**src/rtl/mult_sequencer.sv**
```systemverilog
// -----------------------------------------------------------------------------
// mult_sequencer
//   Iterative shift-and-add multiplier. One partial product is accumulated per
//   RUN cycle, a FIX cycle applies the sign, and a DONE cycle presents the
//   2*WIDTH-bit product on {hi, lo} together with a one-cycle prodv pulse.
//   Signed operands are converted to magnitudes on entry, so the datapath is
//   purely unsigned and the sign is restored by a single negation in FIX.
//
// Build option:
//   MULT_EARLY_TERM_EN  - when defined, RUN also ends as soon as the shifted
//                         multiplier register becomes zero (results identical).
//
// Ports:
//   clk    in   rising-edge clock
//   reset  in   asynchronous active-low reset
//   start  in   request a multiply (only honoured in IDLE)
//   sgn    in   1 = two's complement operands, 0 = unsigned
//   kill   in   abort the operation in flight
//   a, b   in   multiplicand / multiplier (WIDTH bits)
//   busy   out  high whenever the sequencer is not IDLE
//   prodv  out  one-cycle pulse, hi/lo carry a new product this cycle
//   hi, lo out  upper / lower half of the last completed product
//
// States:
//   S_IDLE | waiting for start, hi/lo hold the last product
//   S_RUN  | one shift-and-add step per cycle
//   S_FIX  | negate accumulator if the product is negative, load hi/lo
//   S_DONE | product visible on hi/lo, prodv high
// -----------------------------------------------------------------------------
module mult_sequencer #(
    parameter int WIDTH = 32
) (
    input  logic             clk,
    input  logic             reset,
    input  logic             start,
    input  logic             sgn,
    input  logic             kill,
    input  logic [WIDTH-1:0] a,
    input  logic [WIDTH-1:0] b,
    output logic             busy,
    output logic             prodv,
    output logic [WIDTH-1:0] hi,
    output logic [WIDTH-1:0] lo
);

    localparam int CNT_W = (WIDTH > 1) ? $clog2(WIDTH) : 1;
    localparam logic [CNT_W-1:0] CNT_LAST = CNT_W'(WIDTH - 1);

    typedef enum logic [1:0] {
        S_IDLE = 2'd0,
        S_RUN  = 2'd1,
        S_FIX  = 2'd2,
        S_DONE = 2'd3
    } state_t;

    state_t             state_q, state_d;
    logic [2*WIDTH-1:0] mcand_q, mcand_d;
    logic [2*WIDTH-1:0] acc_q, acc_d;
    logic [WIDTH-1:0]   mreg_q, mreg_d;
    logic [CNT_W-1:0]   cnt_q, cnt_d;
    logic               sg_q, sg_d;
    logic [WIDTH-1:0]   hi_q, hi_d;
    logic [WIDTH-1:0]   lo_q, lo_d;

    logic [WIDTH-1:0]   a_mag;
    logic [WIDTH-1:0]   b_mag;
    logic [2*WIDTH-1:0] prod_fix;
    logic [WIDTH-1:0]   mreg_shift;
    logic               last_run;

    // Negating the most negative value wraps back to itself, which read as an
    // unsigned number is exactly its magnitude 2^(WIDTH-1).
    assign a_mag = (sgn && a[WIDTH-1]) ? -a : a;
    assign b_mag = (sgn && b[WIDTH-1]) ? -b : b;

    assign prod_fix   = sg_q ? -acc_q : acc_q;
    assign mreg_shift = mreg_q >> 1;

    always_comb begin
        last_run = (cnt_q == CNT_LAST);
`ifdef MULT_EARLY_TERM_EN
        // No multiplier bits left: remaining steps would only add zero.
        if (mreg_shift == '0) begin
            last_run = 1'b1;
        end
`endif
    end

    always_comb begin
        state_d = state_q;
        mcand_d = mcand_q;
        acc_d   = acc_q;
        mreg_d  = mreg_q;
        cnt_d   = cnt_q;
        sg_d    = sg_q;
        hi_d    = hi_q;
        lo_d    = lo_q;

        unique case (state_q)
            S_IDLE: begin
                if (start && !kill) begin
                    state_d = S_RUN;
                    mcand_d = {{WIDTH{1'b0}}, a_mag};
                    mreg_d  = b_mag;
                    acc_d   = '0;
                    cnt_d   = '0;
                    sg_d    = sgn & (a[WIDTH-1] ^ b[WIDTH-1]);
                end
            end
            S_RUN: begin
                if (kill) begin
                    state_d = S_IDLE;
                end else begin
                    if (mreg_q[0]) begin
                        acc_d = acc_q + mcand_q;
                    end
                    mcand_d = mcand_q << 1;
                    mreg_d  = mreg_shift;
                    cnt_d   = cnt_q + CNT_W'(1);
                    if (last_run) begin
                        state_d = S_FIX;
                    end
                end
            end
            S_FIX: begin
                if (kill) begin
                    state_d = S_IDLE;
                end else begin
                    // hi/lo are loaded here so they are already valid in the
                    // DONE cycle where prodv is raised.
                    acc_d   = prod_fix;
                    hi_d    = prod_fix[2*WIDTH-1:WIDTH];
                    lo_d    = prod_fix[WIDTH-1:0];
                    state_d = S_DONE;
                end
            end
            S_DONE: begin
                state_d = S_IDLE;
            end
            default: begin
                state_d = S_IDLE;
            end
        endcase
    end

    always_ff @(posedge clk or negedge reset) begin
        if (!reset) begin
            state_q <= S_IDLE;
            mcand_q <= '0;
            acc_q   <= '0;
            mreg_q  <= '0;
            cnt_q   <= '0;
            sg_q    <= 1'b0;
            hi_q    <= '0;
            lo_q    <= '0;
        end else begin
            state_q <= state_d;
            mcand_q <= mcand_d;
            acc_q   <= acc_d;
            mreg_q  <= mreg_d;
            cnt_q   <= cnt_d;
            sg_q    <= sg_d;
            hi_q    <= hi_d;
            lo_q    <= lo_d;
        end
    end

    assign busy  = (state_q != S_IDLE);
    assign prodv = (state_q == S_DONE);
    assign hi    = hi_q;
    assign lo    = lo_q;

endmodule

```
**config.mk**
```make
export PLATFORM = sky130hd
export DESIGN_NAME = mult_sequencer
export DESIGN_NICKNAME = d
export VERILOG_FILES = /design/src/rtl/mult_sequencer.sv
export SDC_FILE = /design/constraint.sdc
export NUM_CORES = 1
export LEC_CHECK = 0
export ABC_AREA = 1
export CORE_MARGIN = 1.5
export CORE_UTILIZATION = 30
export DETAILED_ROUTE_END_ITERATION = 6
export GPL_TIMING_DRIVEN = 1
export SLEW_MARGIN = 20
export SYNTH_ARGS = -nofsm -noshare
export SYNTH_HDL_FRONTEND = slang
export SYNTH_SLANG_ARGS = --single-unit
```
**constraint.sdc**
```tcl
create_clock -name clk -period 3.5 [get_ports clk]
set_input_delay 0.7 -clock clk [delete_from_list [all_inputs] [get_ports clk]]
set_output_delay 0.7 -clock clk [all_outputs]
set_load 0.1 [all_outputs]
```
==> summary.md <==
| Metric | Value |
|---|---|
| Worst R2R Setup Slack | 0.71 ns |
| Fillcell total | 7,023 |
| CTS buffer count | 29 |
| Crit end category | register |
| Leak | 11.80 nW |
| Tot Pwr | 22.24 mW |
| CTS Sinks | 232 |
| FF+latch area | 5807 um^2 |
| Post-synth EDFFs | 0 |
| Critical Path Fanout Max | 5 |
| Fin crit period | 2.792 ns |
| Number of global-route vias before repair | 19,121 |
| Longest Clk Path Bufs | 3 |
| Pwr/cell area | 992.5 nW/um^2 |
| Netlist cell types | 44 |
| Fmax | 358.2 MHz |
| Post-CTS setup buffers | 0 |
| Prevailing post-synth register cell | dfrtp_1 |
| Largest net degree at the start of global routing | 80 |
| Io pins | 135 |
| Slew HR | 0.3392 |
| Proportion of layout cells with a drive suffix above 1 | 0.03899 |
| Gr usage total | 0.2153 |
| Chip width | 255.0 um |
| Post-Syn Nets | 3,288 |
| CP endpoint | acc_q[56] |
| Commonest non-fill, non-tap cell in the layout | nand2_1 |
| CP bufs+invs | 2 |
| Crit Path Class | register to register |
| Maximum vdd drop | 464.0 uV |
| Clk root buf | clkbuf_16 |
| Cell count after synthesis | 3,146 |
| Htree depth | 1 |
| Worst Reg-to-Reg Cells | 17 |
| Post-Syn Area | 19,060 um^2 |
| Cell family with most CP delay | simple AND/OR/NAND/NOR gates |
| Worst-Skew Late Latency | 0.58 ns |
| Critical path origin | mcand_q[0] |
| Reg2reg end | acc_q[56] |
| CP Launch Type | register |
| Die ar. | 65,050 um^2 |
| Worst path depth | 17 |
| RSZ-0062 raised after global routing | false |
| Buffers on Ports | 134 |
| Worst-margin pin slew | 0.9881 ns |
| Setup violators final | 0 |
| RePlAce Congestion | 0.9705 |
| Hold Crit Class | input port to asynchronous set/reset pin |
| Drt initial violations | 1,612 |
| Crit-path most repeated cell | nand2_1 |
| Final worst slack | 0.7082 ns |
| Critical Path RT | 3.97 ns |
| Commonest non-fill, non-tap cells in the layout | nand2_1 (1,171), inv_1 (459), nor2_1 (323) |
| Core area | 62,970 um^2 |
| Fin Setup TNS | 0 ns |
| Hold_buf cts | 0 |
| Starting Density | 0.3027 |
| CP Cell Sequence | ha_1 -> inv_1 -> fa_1 -> inv_1 -> nand2_1 -> nand2_1 -> nand3_1 -> nand2_1 -> nand2_1 -> nand2_1 -> nand2_1 -> nand2_1 -> nand3_1 -> nand2_1 -> nand2_1 -> nand3_1 -> nand2_1 |
| Post-synthesis sequential area ratio | 0.3046 |
| GRT overflow | 0 |
| Final hold violation count | 0 |
| Site row count | 92 |
| Drt pass-1 iters | 6 |
| Pre-CTS WS | 0.2949 ns |
| Multi-input combinational cell area | 11,170 um^2 |
| Max incr delay on CP | 0.42 ns |
| CTS tree | done |
| Seq cells post-synth | 232 |
| Routed len/inst | 16.88 um |
| Routed WL | 69.70 mm |
| DR vias | 20,144 |
| Number of nets in the layout | 3,403 |
| Async SR Flop Fraction | 1.000 |
| CP max-delay cell | dfrtp_1 |
| Post-CTS sizing | 0 |
| Cell Area, Placed | 21,440 um^2 |
| Clock-pin slew on the worst setup and hold paths | 0.06 ns |
| # diodes | 0 |
| Clock skew | 0.01635 ns |
| Reg2reg start | mcand_q[0] |
| DR vias/cell | 4.879 |
| Run status | complete, no violations |
| Drt drc | 0 |
| Post-route cell area | 22,400 um^2 |
| Max Cap Viol | 0 |
| CP arrival | 3.26 ns |
| First-pass GRT wire length | 108.8 mm |
| Hpwl dp | 56.68 mm |
| Initial antenna violation count | 1 |
| Mean Syn Cell Area | 6.058 um^2 |
| Die Height | 255.0 um |
| Layout area overhead | 17.56% |
| Remaining antenna violation count | 0 |
| Yosys warns | 0 |
| Max Slew Vio Count | 0 |
| Fin crit share | 0.7977 |
logic make-up after synthesis:
family                     after synthesis  share of synthesized area
buffers and inverters                  553                     0.1106
DFF                                    232                     0.3046
and+or+nand+nor                       1863                     0.3980
AOI/OAI and AO/OA                      360                     0.1085
xor gates and xnor gates                65                    0.02987
adders and majority gates               73                    0.04832
worst register-to-register path, cell delays in order, from the launching register on:
cell and delay [ns]:
dfrtp_1 0.42, ha_1 0.27, inv_1 0.07, fa_1 0.35
inv_1 0.12, nand2_1 0.09, nand2_1 0.08, nand3_1 0.08
nand2_1 0.17, nand2_1 0.08, nand2_1 0.21, nand2_1 0.08
nand2_1 0.19, nand3_1 0.16, nand2_1 0.10, nand2_1 0.06
nand3_1 0.08, nand2_1 0.05
Yosys cell counts, types with 5 or more instances:
cell type  number  share of area
nand3b_1       13         0.0051
o221ai_1       25          0.011
inv_2           5        0.00098
nor4_1          8         0.0026
xor2_1         57          0.026
clkinv_1        8         0.0016
xnor2_1         8         0.0037
or2_2          15         0.0049
nand2_1      1171           0.23
inv_1         459          0.090
nor3_1         50          0.013
o21ai_1        22         0.0058
a21oi_1       107          0.028
ha_1           72          0.047
nor2_1        324          0.064
dfrtp_1       232           0.30
o22ai_1        37          0.012
a31oi_1         5         0.0016
nand4_1        31          0.010
buf_2           8         0.0021
a22oi_1         9         0.0035
clkbuf_1       60          0.012
nand3_1       238          0.062
o211ai_1       23         0.0091
buf_1           9         0.0018
o21ai_0       120          0.032
registers in the layout (all words and copies together) (netlist names):
register and cells:
sg_q 1, state_q 2, lo 32, mcand_q 64
mreg_q 32, cnt_q 5, acc_q 64, hi 32
final cells by class:
cell class                      count  area share
Clock buffer                       38     0.03658
Clock inverter                     15    0.006646
Inverter                          472     0.07908
Multi-Input combinational cell   2361      0.4988
Sequential cell                   232      0.2592
Tap cell                          846     0.04725
Timing Repair Buffer              165     0.07249
metal layers:
layer  track usage  wire length [um]
met3       0.02197              3682
met2        0.3460             30750
met4       0.07422              2558
met1        0.2997             32700
met5             0                13
through the flow:
stage          cells  hold WS (ns)  utilization
6_report        4129       0.05980       0.3558
4_1_cts         4129       0.05554       0.3558
3_3_place_gp    4076        0.4602       0.3404
5_1_grt         4129       0.08484       0.3558
3_5_place_dp    4076        0.4652       0.3404
2_1_floorplan   3146        0.4044            -
worst min-delay path by stage:
stage	startpoint	endpoint	cells after the start
floorplan	reset	acc_q[0]	0
global placement	mreg_q[24]	mreg_q[24]	2
detailed placement	hi[19]	hi[19]	2
global route	reset	hi[14]	1
finish	reset	hi[15]	1
CTS	reset	hi[14]	1
power breakdown:
part	switching, mW	internal (mW)	total, mW
logic	10.4	3.91	14.3
registers	1.19	3.70	4.89
clock network	1.27	1.80	3.07
total	12.8	9.41	22.2
Power figures use the tool's default switching activity.
